[src/rtl/mux8_arb_pkg.sv]
// Shared types and constants for the mux8_arbiter round-robin selector sequencer.
package mux8_arb_pkg;

  localparam int N_REQ = 8;
  localparam int SEL_W = 3;

  typedef enum logic [1:0] {
    IDLE    = 2'd0,
    GRANT   = 2'd1,
    RELEASE = 2'd2
  } arb_state_t;

  // One-hot grant vector for a selector address.
  function automatic logic [N_REQ-1:0] onehot(input logic [SEL_W-1:0] idx);
    return N_REQ'(1) << idx;
  endfunction

endpackage

[src/rtl/rr_pick8.sv]
// Combinational round-robin picker: first set request bit at or above ptr,
// wrapping 7 -> 0. Shared by the IDLE and RELEASE decisions of the arbiter.
module rr_pick8
  import mux8_arb_pkg::*;
(
  input  logic [N_REQ-1:0] req,
  input  logic [SEL_W-1:0] ptr,
  output logic [SEL_W-1:0] winner,
  output logic             any
);

  logic [SEL_W-1:0] idx;

  // Scan from the farthest offset down so the closest set bit to ptr wins.
  always_comb begin
    winner = ptr;
    idx    = '0;
    for (int i = N_REQ - 1; i >= 0; i--) begin
      idx = ptr + SEL_W'(i);
      if (req[idx]) winner = idx;
    end
  end

  assign any = |req;

endmodule

[src/rtl/mux8_arbiter.sv]
// Round-robin arbiter driving a part_74S151 8-to-1 selector (sel -> SEL2..SEL0,
// ce_n -> CE_N). Every owner change passes through one disabled RELEASE cycle
// so sel never moves while the selector is enabled.
// Optional feature: define MUX8_ARB_BURST_LIMIT_EN to cap a grant at MAX_BURST
// cycles whenever another requester is waiting.
//
// Request/grant protocol: a requester holds req[i] high until it sees gnt[i];
// it keeps ownership for as long as req[i] stays high (subject to the burst
// cap), and dropping req[i] on any cycle ends ownership at the next edge.
module mux8_arbiter
  import mux8_arb_pkg::*;
#(
  parameter int MAX_BURST = 16
) (
  input  logic             clk,
  input  logic             reset_n,
  input  logic [N_REQ-1:0] req,
  output logic [N_REQ-1:0] gnt,
  output logic [SEL_W-1:0] sel,
  output logic             ce_n,
  output logic             busy,
  output logic [1:0]       fsm_state
);

  if (MAX_BURST < 2 || MAX_BURST > 256) begin : g_bad_max_burst
    $error("mux8_arbiter: MAX_BURST must be in 2..256");
  end

  arb_state_t       state;
  logic [SEL_W-1:0] ptr;
  logic [SEL_W-1:0] pick_winner;
  logic             pick_any;
  logic             burst_expire;
  logic             release_now;

  rr_pick8 u_pick (
    .req    (req),
    .ptr    (ptr),
    .winner (pick_winner),
    .any    (pick_any)
  );

`ifdef MUX8_ARB_BURST_LIMIT_EN
  localparam logic [8:0] BURST_LAST = 9'(MAX_BURST - 1);
  logic [8:0] burst_cnt;

  // The cap only bites when someone else is waiting; alone, the owner keeps going.
  assign burst_expire = (burst_cnt == BURST_LAST) && ((req & ~gnt) != '0);

  // Grant-cycle counter: cleared on entry to GRANT, saturates at BURST_LAST.
  always_ff @(posedge clk or negedge reset_n) begin
    if (!reset_n) begin
      burst_cnt <= '0;
    end else if (state != GRANT) begin
      if (pick_any) burst_cnt <= '0;
    end else if (burst_cnt != BURST_LAST) begin
      burst_cnt <= burst_cnt + 9'd1;
    end
  end
`else
  assign burst_expire = 1'b0;
`endif

  // In GRANT the owner's address is held in sel, so req[sel] is the owner's request.
  assign release_now = (state == GRANT) && (!req[sel] || burst_expire);
  assign fsm_state   = state;

  // Arbiter state machine with registered selector controls and grant.
  always_ff @(posedge clk or negedge reset_n) begin
    if (!reset_n) begin
      state <= IDLE;
      ptr   <= '0;
      sel   <= '0;
      ce_n  <= 1'b1;
      gnt   <= '0;
      busy  <= 1'b0;
    end else begin
      case (state)
        IDLE, RELEASE: begin
          if (pick_any) begin
            state <= GRANT;
            sel   <= pick_winner;
            gnt   <= onehot(pick_winner);
            ce_n  <= 1'b0;
            busy  <= 1'b1;
          end else begin
            state <= IDLE;
            gnt   <= '0;
            ce_n  <= 1'b1;
            busy  <= 1'b0;
          end
        end
        GRANT: begin
          if (release_now) begin
            state <= RELEASE;
            ptr   <= sel + 3'd1;
            gnt   <= '0;
            ce_n  <= 1'b1;
            busy  <= 1'b1;
          end
        end
        default: begin
          state <= IDLE;
          gnt   <= '0;
          ce_n  <= 1'b1;
          busy  <= 1'b0;
        end
      endcase
    end
  end

endmodule

[config.mk]
export PLATFORM = sky130hd
export DESIGN_NAME = mux8_arbiter
export DESIGN_NICKNAME = d
export VERILOG_FILES = /design/src/rtl/mux8_arb_pkg.sv /design/src/rtl/rr_pick8.sv /design/src/rtl/mux8_arbiter.sv
export SDC_FILE = /design/constraint.sdc
export NUM_CORES = 1
export LEC_CHECK = 0
export CORE_MARGIN = 1.5
export CORE_UTILIZATION = 30
export CTS_BUF_LIST = sky130_fd_sc_hd__clkbuf_4 sky130_fd_sc_hd__clkbuf_8
export DETAILED_ROUTE_END_ITERATION = 7
export HOLD_SLACK_MARGIN = 0.08
export PLACE_DENSITY = 0.52
export SLEW_MARGIN = 40
export SYNTH_ARGS = -nofsm -noshare
export SYNTH_HDL_FRONTEND = slang
export SYNTH_SLANG_ARGS = --single-unit
[constraint.sdc]
create_clock -name clk -period 9.7 [get_ports clk]
set_input_delay 1.455 -clock clk [delete_from_list [all_inputs] [get_ports clk]]
set_output_delay 1.455 -clock clk [all_outputs]
set_load 0.01 [all_outputs]
==> impl_results.md <==
- Final ANT Viol Nets: 0
- Worst r2r src: ptr[1]
- Share of layout cells above drive strength 1: 19.7%
- Setup TNS: 0 ns
- Fillers: 608
- Async SR Flop Fraction: 100%
- Yosys top cell area share: about 23%
- Reg2reg path depth: 10
- Status: finished clean
- Hold buffers post-CTS: 0
- P_leak: 0.000863 µW
- Hold depth: 2
- Via Count: about 1.6k
- Main area contributors after synthesis: dfrtp_1 (23%), mux4_2 (9.6%), mux2i_1 (8.0%)
- Area leader, netlist: dfrtp_1
- Synthesized Nets: between 150 and 200
- Die extent in y: 82.2 µm
- GRT Residual Overflow: 0
- RR Endpoint: gnt[3]
- Synth Register Bits: 18
- Row Count: 28
- Met3 usage: under 10%
- Worst slew pin tran: 0.725 ns
- Grt met1 use: 22.5%
- CP required: 9.86 ns
- Sink Count: 18
- Unrepaired setup endpoints after global routing: no
- Max_cap viols: 0
- DR iter-0 viols: between 150 and 200
- CP Capture Type: flip-flop
- Mapped Cells: ~180
- Most common cell after layout, fill and taps aside: clkdlybuf4s50_1
- Worst skew pair latency: roughly 0.25 ns
- WS Path Type: input port to flip-flop
- # DRC: 0
- DRT Pass-1 Iters: 4
- Arr. time, crit path: 4.17 ns
- Number of setup violations in the final report: 0
- Largest net degree at the start of global routing: 24
- Max Freq: 250 MHz
- DP Worst Slack: 5.44 ns
- Startpoint types: input port
- Global routing usage on met2: 22.3%
- Vias in the first global route: 1465
- # IOs: 25
- Starting Density: 31.4%
- Type of the worst min-delay path: flip-flop to flip-flop
- Number of synthesis warnings: 0
- N_diodes: 0
- DR vias/cell: 5.66
- Synth cell types: 59
- Total Power: between 900 and 1000 µW
- Skew final: approximately 0.0073 ns
- Final period utilization: 41.3%
- First-pass GRT wire length: 7580 µm
- Core area: 0.00599 mm²
- Hpwl dp: 3430 µm
- Gp weighted congestion: 0.840
- I/O Buffers: 24
- Number of flops mapped to enable cells by yosys: 0
- Top Usage Layer GRT: met1
- Initial antenna violation count: 0
- Fin crit period: 4.01 ns
- Final instance area: approximately 0.0022 mm²
- WL final: about 4600 µm
- Pins Over Slew Limit: 0
- Min Hold Slack: between 0.4 and 0.5 ns
- Global Route Usage Sum: 14.6%
- Maximum VDD drop: 193 µV
- Fin. Hold Viols: 0
- CTS tree: yes
- Post_cts resized: 0
- Min-delay src: ce_n
- Clk buf depth: 2
- Crit path from: req[1]
- Synthesis-to-finish area growth: 16.4%
- Most frequent cells in the layout: clkdlybuf4s50_1 (23), nand2_1 (20), dfrtp_1 (16), mux2i_1 (15), nor2_1 (12)
- CP Max Fanout: 9
- Routed WL per cell: 16.6 µm
- Reg clk slew, reported paths: about 0.070 ns
- Post-CTS Repair Setup Buffers: 0
- Area of the mapped netlist: about 0.0019 mm²
- PnR worst setup slack: 5.69 ns
- Layout net count: 217
- Die W: 82.2 µm
- Placed inst area: 0.00214 mm²
- Root Driver: clkbuf_8
- CTS buffer count: 3
- Pwr/cell area: 411 mW/mm²
- Sequential share of the synthesized area: between 20% and 30%
- Syn Area/Cell: 10.3 µm²
- Htree depth: 1
- Max_slew headroom: about half
- Die ar.: 0.00675 mm²
- Reg2reg setup slack: 5.92 ns
- Main synth FF type: dfrtp_1
- Worst Hold Endpoint: ce_n
[cell families after synthesis]
logic type	Yosys count	synth area share (%)
buffers and inverters	16	6.39
adders and majority gates	3	2.00
xor gates and xnor gates	6	4.19
DFF	18	24.0
and+or+nand+nor	54	14.6
AOI/OAI and AO/OA	51	21.4
muxes	34	27.3
[final cells by class]
| type | instances | area (µm²) | share of cell area (%) |
|---|---|---|---|
| repair buffers | 26 | 250 | 11.4 |
| multi-input cells | 148 | 1310 | 59.8 |
| flip-flops and latches | 18 | 453 | 20.7 |
| well taps | 75 | 93.8 | 4.29 |
| inverters | 7 | 33.8 | 1.54 |
| clock buffers | 4 | 48.8 | 2.23 |
[worst max-delay path by stage]
stage	end	slack, ns
global route	gnt[4]	5.58
floorplan	gnt[2]	6.23
global placement	gnt[3]	5.43
CTS	gnt[3]	5.71
detailed placement	gnt[3]	5.44
finish	gnt[3]	5.69
[flip-flops by register name (all words and copies together), names as in the netlist]
| signal | cells |
|---|---|
| gnt | 8 |
| ptr | 3 |
| sel | 3 |
| fsm_state | 2 |
| busy | 1 |
| ce_n | 1 |
[power breakdown]
group / switching [µW] / internal, µW / total, µW
logic: 381 / 324 / 705
clock network: 23.8 / 31.9 / 55.7
registers: 35.1 / 105 / 140
total: 440 / 461 / 900
[synth_stat cells, types with 2 or more instances]
master,instances
a21oi_1,11
inv_1,6
and3_1,3
a311oi_1,3
clkbuf_8,2
nand2_1,20
nand3_1,2
buf_6,2
o21ai_0,4
xor2_1,2
o21ai_1,2
dfrtp_1,17
nor4_1,2
mux4_2,8
nor2b_1,5
o31ai_1,8
a32oi_1,2
nor2_1,12
mux2_2,7
ha_1,3
a211oi_2,2
mux4_1,4
xnor2_1,2
a22oi_1,3
buf_2,2
mux2i_1,15
[worst max-delay path, cell delays in order]
cell             delay (ns)
clkdlybuf4s50_1        0.55
mux4_1                 0.66
mux2_2                 0.34
or2_0                  0.23
o311a_1                0.31
o21a_4                 0.23
xnor2_4                0.15
o31ai_1                0.25
[per-layer routing]
metal | vias to the layer above | routed length (µm)
li1 | 746 | -
met1 | 781 | 2280
met2 | 46 | 2110
met3 | 0 | 224
met4 | 0 | 0
met5 | - | 0
[metrics by stage]
stage,cells,utilization (%)
floorplan,182,-
finish,278,36.5
detailed placement,274,35.8
CTS,278,36.6
global route,278,36.5
global placement,274,35.8
Note: power is estimated with default switching activity, not from simulation.
